<file path="src/rtl/irq_ctrl_pkg.sv">
// Shared constants and types for the machine-mode interrupt controller.
// Holds CSR addresses, cause codes, the mie write mask and the FSM state type.
// Build option: IRQ_SOFT_EN adds the machine software interrupt (MSIE/MSIP, code 3).
package irq_ctrl_pkg;

    localparam int unsigned XLEN   = 32;
    localparam int unsigned CODE_W = 4;
    localparam int unsigned PEND_W = 12;

    localparam logic [11:0] CSR_MSTATUS = 12'h300;
    localparam logic [11:0] CSR_MIE     = 12'h304;
    localparam logic [11:0] CSR_MIP     = 12'h344;

    localparam logic [CODE_W-1:0] IRQ_MEI = 4'd11;
    localparam logic [CODE_W-1:0] IRQ_MTI = 4'd7;
    localparam logic [CODE_W-1:0] IRQ_MSI = 4'd3;

    localparam int unsigned MSTATUS_MIE_B  = 3;
    localparam int unsigned MSTATUS_MPIE_B = 7;

`ifdef IRQ_SOFT_EN
    localparam logic [PEND_W-1:0] MIE_WMASK = 12'h888;
`else
    localparam logic [PEND_W-1:0] MIE_WMASK = 12'h880;
`endif

    typedef enum logic [1:0] {
        IRQ_IDLE = 2'd0,
        IRQ_REQ  = 2'd1,
        IRQ_TRAP = 2'd2
    } irq_state_t;

endpackage

</file>
<file path="src/rtl/irq_prio_enc.sv">
// Fixed-priority encoder over the pending vector: MEI > MSI > MTI.
// Ports: pend[11:0] in; valid (any source pending) and code[3:0] (winning cause) out.
module irq_prio_enc
    import irq_ctrl_pkg::*;
(
    input  logic [PEND_W-1:0] pend,
    output logic              valid,
    output logic [CODE_W-1:0] code
);

    // Only bits 11, 7 and 3 can ever be set; the rest are ignored.
    logic unused_pend;
    assign unused_pend = ^{pend[10:8], pend[6:4], pend[2:0]};

    always_comb begin
        valid = 1'b0;
        code  = '0;
        if (pend[11]) begin
            valid = 1'b1;
            code  = IRQ_MEI;
        end else if (pend[3]) begin
            valid = 1'b1;
            code  = IRQ_MSI;
        end else if (pend[7]) begin
            valid = 1'b1;
            code  = IRQ_MTI;
        end
    end

endmodule

</file>
<file path="src/rtl/irq_ctrl.sv">
// Hart-side machine-mode interrupt controller.
// Holds mstatus.MIE/MPIE, mie and the live mip view; raises a registered trap request
// with its mcause, and sequences trap entry / mret through IDLE -> REQ -> TRAP.
// Ports:
//   i_clk, i_rst (sync, active-low)
//   i_tip, i_eip, i_sip (i_sip only when IRQ_SOFT_EN is defined) : interrupt levels
//   i_csr_wen, i_csr_addr, i_csr_wrdata, o_csr_rddata (combinational) : CSR access
//   o_irq_req, o_irq_cause, i_irq_ack : trap handshake with the pipeline
//   i_mret : mret retiring; o_in_trap : FSM is in TRAP
// Build option: IRQ_SOFT_EN enables the software interrupt source.
module irq_ctrl
    import irq_ctrl_pkg::*;
#(
    parameter int unsigned XLEN_P    = XLEN,
    parameter logic [11:0] MSTATUS_A = CSR_MSTATUS,
    parameter logic [11:0] MIE_A     = CSR_MIE,
    parameter logic [11:0] MIP_A     = CSR_MIP
)(
    input  logic              i_clk,
    input  logic              i_rst,
    input  logic              i_tip,
    input  logic              i_eip,
`ifdef IRQ_SOFT_EN
    input  logic              i_sip,
`endif
    input  logic              i_csr_wen,
    input  logic [11:0]       i_csr_addr,
    input  logic [XLEN_P-1:0] i_csr_wrdata,
    output logic [XLEN_P-1:0] o_csr_rddata,
    output logic              o_irq_req,
    output logic [XLEN_P-1:0] o_irq_cause,
    input  logic              i_irq_ack,
    input  logic              i_mret,
    output logic              o_in_trap
);

    irq_state_t        state;
    logic              mst_mie;
    logic              mst_mpie;
    logic [PEND_W-1:0] mie_r;
    logic [PEND_W-1:0] mip_w;
    logic [PEND_W-1:0] pend;
    logic              enc_valid;
    logic [CODE_W-1:0] enc_code;
    logic              req_cond;
    logic [XLEN_P-1:0] cause_w;
    logic              wr_mstatus;
    logic              wr_mie;

    logic unused_wrdata;
    assign unused_wrdata = ^{i_csr_wrdata[XLEN_P-1:PEND_W]};

    // Live pending view of the interrupt lines.
    always_comb begin
        mip_w     = '0;
        mip_w[11] = i_eip;
        mip_w[7]  = i_tip;
`ifdef IRQ_SOFT_EN
        mip_w[3]  = i_sip;
`endif
    end

    assign pend     = mip_w & mie_r;
    assign req_cond = mst_mie && enc_valid;
    assign cause_w  = {1'b1, {(XLEN_P-CODE_W-1){1'b0}}, enc_code};

    assign wr_mstatus = i_csr_wen && (i_csr_addr == MSTATUS_A);
    assign wr_mie     = i_csr_wen && (i_csr_addr == MIE_A);

    irq_prio_enc u_prio (
        .pend  (pend),
        .valid (enc_valid),
        .code  (enc_code)
    );

    // CSR read mux; MPP is hardwired to machine mode.
    always_comb begin
        o_csr_rddata = '0;
        if (i_csr_addr == MSTATUS_A) begin
            o_csr_rddata[12:11]          = 2'b11;
            o_csr_rddata[MSTATUS_MPIE_B] = mst_mpie;
            o_csr_rddata[MSTATUS_MIE_B]  = mst_mie;
        end else if (i_csr_addr == MIE_A) begin
            o_csr_rddata[PEND_W-1:0] = mie_r;
        end else if (i_csr_addr == MIP_A) begin
            o_csr_rddata[PEND_W-1:0] = mip_w;
        end
    end

    // CSR state, MIE/MPIE stacking and the trap FSM.
    always_ff @(posedge i_clk) begin
        if (!i_rst) begin
            state       <= IRQ_IDLE;
            mst_mie     <= 1'b0;
            mst_mpie    <= 1'b0;
            mie_r       <= '0;
            o_irq_req   <= 1'b0;
            o_irq_cause <= '0;
            o_in_trap   <= 1'b0;
        end else begin
            if (wr_mie) begin
                mie_r <= i_csr_wrdata[PEND_W-1:0] & MIE_WMASK;
            end

            // Trap entry / mret stacking overrides a concurrent mstatus write.
            if (state == IRQ_REQ && i_irq_ack) begin
                mst_mpie <= mst_mie;
                mst_mie  <= 1'b0;
            end else if (i_mret) begin
                mst_mie  <= mst_mpie;
                mst_mpie <= 1'b1;
            end else if (wr_mstatus) begin
                mst_mie  <= i_csr_wrdata[MSTATUS_MIE_B];
                mst_mpie <= i_csr_wrdata[MSTATUS_MPIE_B];
            end

            case (state)
                IRQ_IDLE: begin
                    if (req_cond) begin
                        state       <= IRQ_REQ;
                        o_irq_req   <= 1'b1;
                        o_irq_cause <= cause_w;
                    end
                end
                IRQ_REQ: begin
                    if (i_irq_ack) begin
                        state     <= IRQ_TRAP;
                        o_irq_req <= 1'b0;
                        o_in_trap <= 1'b1;
                    end else if (!req_cond) begin
                        // Withdraw rather than leave a stale request.
                        state     <= IRQ_IDLE;
                        o_irq_req <= 1'b0;
                    end else begin
                        o_irq_cause <= cause_w;
                    end
                end
                IRQ_TRAP: begin
                    if (i_mret) begin
                        state     <= IRQ_IDLE;
                        o_in_trap <= 1'b0;
                    end
                end
                default: begin
                    state     <= IRQ_IDLE;
                    o_irq_req <= 1'b0;
                    o_in_trap <= 1'b0;
                end
            endcase
        end
    end

endmodule

</file>
<file path="config.mk">
export PLATFORM = sky130hd
export DESIGN_NAME = irq_ctrl
export DESIGN_NICKNAME = d
export VERILOG_FILES = /design/src/rtl/irq_ctrl_pkg.sv /design/src/rtl/irq_prio_enc.sv /design/src/rtl/irq_ctrl.sv
export SDC_FILE = /design/constraint.sdc
export NUM_CORES = 1
export LEC_CHECK = 0
export BUFFER_PORTS_ARGS = -buffer_cell sky130_fd_sc_hd__buf_2
export CORE_MARGIN = 10
export CORE_UTILIZATION = 38
export CTS_BUF_LIST = sky130_fd_sc_hd__clkbuf_8
export DETAILED_ROUTE_END_ITERATION = 8
export HOLD_SLACK_MARGIN = 0.08
export PLACE_DENSITY = 0.88
export RECOVER_POWER = 100
export SLEW_MARGIN = 20
export SYNTH_ARGS = -nofsm -noshare
export SYNTH_HDL_FRONTEND = slang
export SYNTH_SLANG_ARGS = --single-unit
</file>
<file path="constraint.sdc">
create_clock -name i_clk -period 3.4 [get_ports i_clk]
set_clock_uncertainty 0.05 [all_clocks]
set_input_delay 0.34 -clock i_clk [delete_from_list [all_inputs] [get_ports i_clk]]
set_output_delay 0.34 -clock i_clk [all_outputs]
set_load 0.05 [all_outputs]
</file>
==> Flow_metrics.wiki <==
{| class="wikitable"
! Metric !! Value
|-
| Result of the run || complete, no violations
|-
| Internal power || between 200 and 250 uW
|-
| Parity-gate share of the synthesized area counting xor and xnor cells || 0
|-
| Synth cell types || 35
|-
| Total clock sinks || 12
|-
| Width of the die || about 74 um
|-
| Post-synth ARST share || 0
|-
| Most instantiated flip-flop cell in the synthesis netlist || sky130_fd_sc_hd__dfxtp_1
|-
| Post-detailed-routing wire length || around 2400 um
|-
| VDD IR-drop max || between 0.2 and 0.25 mV
|-
| Post-synth EDFFs || 0
|-
| RSZ-0062 raised after global routing || false
|-
| Starting density of the core || 0.3956
|-
| Worst relative slew slack || 0.5893
|-
| DRT iter0 DRCs || 18
|-
| Count of filler cells inserted in the layout || 301
|-
| Final core utilization || 0.3852
|-
| Adder-cell share of the synthesized area || 0
|-
| Syn-to-layout area delta || -2.637%
|-
| Total via count after detailed routing || 829
|-
| Worst Hold Class || in2reg
|-
| Critical path startpoint category || primary input
|-
| Congestion Overflow GR || 0
|-
| Setup slack of the worst register-to-register path || between 2 and 2.5 ns
|-
| Count of final hold-check violations || 0
|-
| Minimum period implied by the final worst setup slack || 2.376 ns
|-
| Global-route wire length before repair || 3719 um
|-
| Avg Cell Area, Syn || 8.458 sq um
|-
| Dominant cell by count in the synthesized netlist || sky130_fd_sc_hd__buf_4
|-
| Buffers inserted by post-CTS timing repair || 0
|-
| Number of antenna violations at the first check in global routing || 0
|-
| Simple-gate portion of the synthesized area || 0.2133
|-
| Critical path class || in2out
|-
| Overall global routing resource usage || 0.08505
|-
| Multiplexer fraction of the synthesized cell area || 0.04817
|-
| Area leader, netlist || sky130_fd_sc_hd__buf_4
|-
| Required time of the critical path || 3.01 ns
|-
| Count of state elements after synthesis || 12
|-
| M1 GR Usage || 0.07621
|-
| Cells taking the most area after synthesis || sky130_fd_sc_hd__buf_4 (39%), sky130_fd_sc_hd__dfxtp_1 (22%), sky130_fd_sc_hd__nor4_4 (3.9%)
|-
| Fraction of the mapped netlist area in compound gates || 0.1193
|-
| Count of hold buffers inserted by post-cts repair || 0
|-
| Type of element capturing the critical path || primary output
|-
| Max-cap viol count || 0
|-
| Via count of the first global-routing pass || 823
|-
| Port buffer count || 32
|-
| Warning count from the yosys run || 0
|-
| List of most frequent post-synthesis cells || sky130_fd_sc_hd__buf_4 (56), sky130_fd_sc_hd__dfxtp_1 (12), sky130_fd_sc_hd__nand2_1 (7), sky130_fd_sc_hd__nor2_1 (7), sky130_fd_sc_hd__a21oi_1 (5)
|-
| Final Max Tran Viols || 0
|-
| Largest fanout of any net on the critical path || 4
|-
| Weighted congestion reported at the end of routability-driven placement || 0.7671
|-
| Detailed placer's ending HPWL || roughly 2200 um
|-
| Number of buffers between clock root and the deepest sink || 2
|-
| Dominant combinational cell family by area after synthesis || buffers and inverters
|-
| Worst Max-Slew Pin Slew || 0.6187 ns
|-
| Cell area after technology mapping || 0.001091 sq mm
|-
| Global-route met2 utilization || 0.1506
|-
| First-pass detailed-route iteration total || 4
|-
| Remaining design rule violation count || 0
|-
| Cell row count || 19
|-
| Die Footprint || around 0.0054 sq mm
|-
| Most used routing layer || met2
|-
| Top-level port count || 117
|-
| Switch share || 0.4611
|-
| Clock Root Buffer || sky130_fd_sc_hd__clkbuf_8
|-
| Pwr/cell area || between 400 and 500 mW/mm^2
|-
| Number of H-tree levels || 1
|-
| Pin count of the biggest net entering global routing || 11
|-
| GR Util met3 || 0.05384
|-
| Die height || 73.59 um
|-
| Post-synthesis cell count || 129
|-
| Part of the Yosys area used for sequential elements || 0.2202
|-
| Period utilization || 0.6989
|-
| P_leak || 0.0005026 uW
|-
| Clock tree from TritonCTS || built
|-
| Final setup TNS || 0 ns
|-
| Skew-Pair Late Insertion Delay || 0.24 ns
|-
| Portion of total power attributed to the clock network || 0.294
|-
| Reported net switching power || 202.2 uW
|-
| Arrival @ worst endpoint || just under 2 ns
|-
| Number of nets in the layout || approximately 210
|-
| Count of antenna-violating nets left after detailed routing || 0
|-
| PostCTS Resize Cnt || 0
|-
| Via density || about 4.3
|-
| Clock transition at the registers of the reported paths || about 0.05 ns
|-
| Gate power share || 0.378
|-
| Reg power frac || 0.328
|-
| Antenna diode count || 0
|-
| Yosys top cell area share || 0.3853
|-
| Average wire per cell in the routed design || 12.73 um
|-
| Fraction of layout instances using a drive strength above 1 || 0.1801
|-
| Core ar. || 0.002758 sq mm
|-
| Number of buffers created by CTS || 3
|-
| Maximum achievable frequency || 0.4208 GHz
|-
| Number of endpoints failing setup at the final stage || 0
|}
## stage by stage
step / hold WS, ns / area, sq um / power (uW) / cells / setup WS (ns)
2_1_floorplan: 0.3950 / 1294 / 343.7 / 183 / 0.9625
3_3_place_gp: 0.3931 / 1069 / 310.4 / 189 / 1.239
3_5_place_dp: 0.4069 / 1069 / 311.1 / 189 / 1.236
4_1_cts: 0.2918 / 1110 / 441.7 / 192 / 1.236
5_1_grt: 0.3249 / 1062 / 458.0 / 192 / 0.9421
6_report: 0.2951 / 1062 / 438.5 / 192 / 1.024
## path summary, 6_finish.rpt
path,start,end,depth (start not counted)
worst max-delay path,i_csr_addr[1],o_csr_rddata[11],5
worst min-delay path,i_csr_wrdata[11],mie_r[11]$_SDFFE_PN0P_,3
worst max register to register,state[0]$_SDFFE_PN0P_,mst_mpie$_SDFFE_PN0P_,3
worst min register to register,o_irq_cause[31]$_SDFFE_PN0P_,o_irq_cause[31]$_SDFFE_PN0P_,1
## critical path: stages
cell	delay, ns
sky130_fd_sc_hd__buf_2	0.09
sky130_fd_sc_hd__or4_1	0.57
sky130_fd_sc_hd__or3_4	0.37
sky130_fd_sc_hd__a21oi_1	0.12
sky130_fd_sc_hd__clkbuf_1	0.49
## routing by layer
metal / routed length [um] / share of wire / vias to the layer above
met1: 813 / 0.33 / 374
met5: 0 / 0 / -
met2: 1222 / 0.50 / 54
met4: 39 / 0.016 / 0
met3: 370 / 0.15 / 9
li1: - / - / 392
## state kept, by name (all words and copies together) (netlist names)
name / flops
mst_mie: 1
o_irq_req: 1
mie_r: 2
o_irq_cause: 4
o_in_trap: 1
mst_mpie: 1
state: 2
## logic make-up after synthesis
kind of cell,count (synthesis)
buffers and inverters,59
other,1
and+or+nand+nor,34
AOI/OAI and AO/OA,18
muxes,5
DFF,12
## layout make-up
| cell class | count | area [sq um] | area share |
|---|---|---|---|
| Timing Repair Buffer | 32 | 146.4 | 0.1378 |
| Inverter | 2 | 7.507 | 0.007067 |
| Clock buffer | 3 | 41.29 | 0.03887 |
| Sequential cell | 12 | 240.2 | 0.2261 |
| Multi-Input combinational cell | 112 | 588.1 | 0.5536 |
| Tap cell | 31 | 38.79 | 0.03651 |
## power groups by stage
stage / sequential [uW] / combinational (uW) / clock, uW
final: 144 / 166 / 129
after global routing: 144 / 175 / 139
after CTS: 144 / 165 / 133
after global placement: 147 / 164 / 0
after floorplan: 146 / 197 / 0
after detailed placement: 147 / 164 / 0
## cell usage in the layout (no fill, tap or decap), types with 3 or more instances in the layout
master                     netlist  final
sky130_fd_sc_hd__clkbuf_8        0      3
sky130_fd_sc_hd__dfxtp_1        12     12
sky130_fd_sc_hd__mux2i_1         3      3
sky130_fd_sc_hd__conb_1          1     55
sky130_fd_sc_hd__nand2b_1        4      4
sky130_fd_sc_hd__a21oi_1         5      5
sky130_fd_sc_hd__nor2_1          7      7
sky130_fd_sc_hd__nand2_1         7      7
sky130_fd_sc_hd__nor4_1          1      3
sky130_fd_sc_hd__clkbuf_1        1     11
sky130_fd_sc_hd__buf_2           0     21
Power figures use the tool's default switching activity.
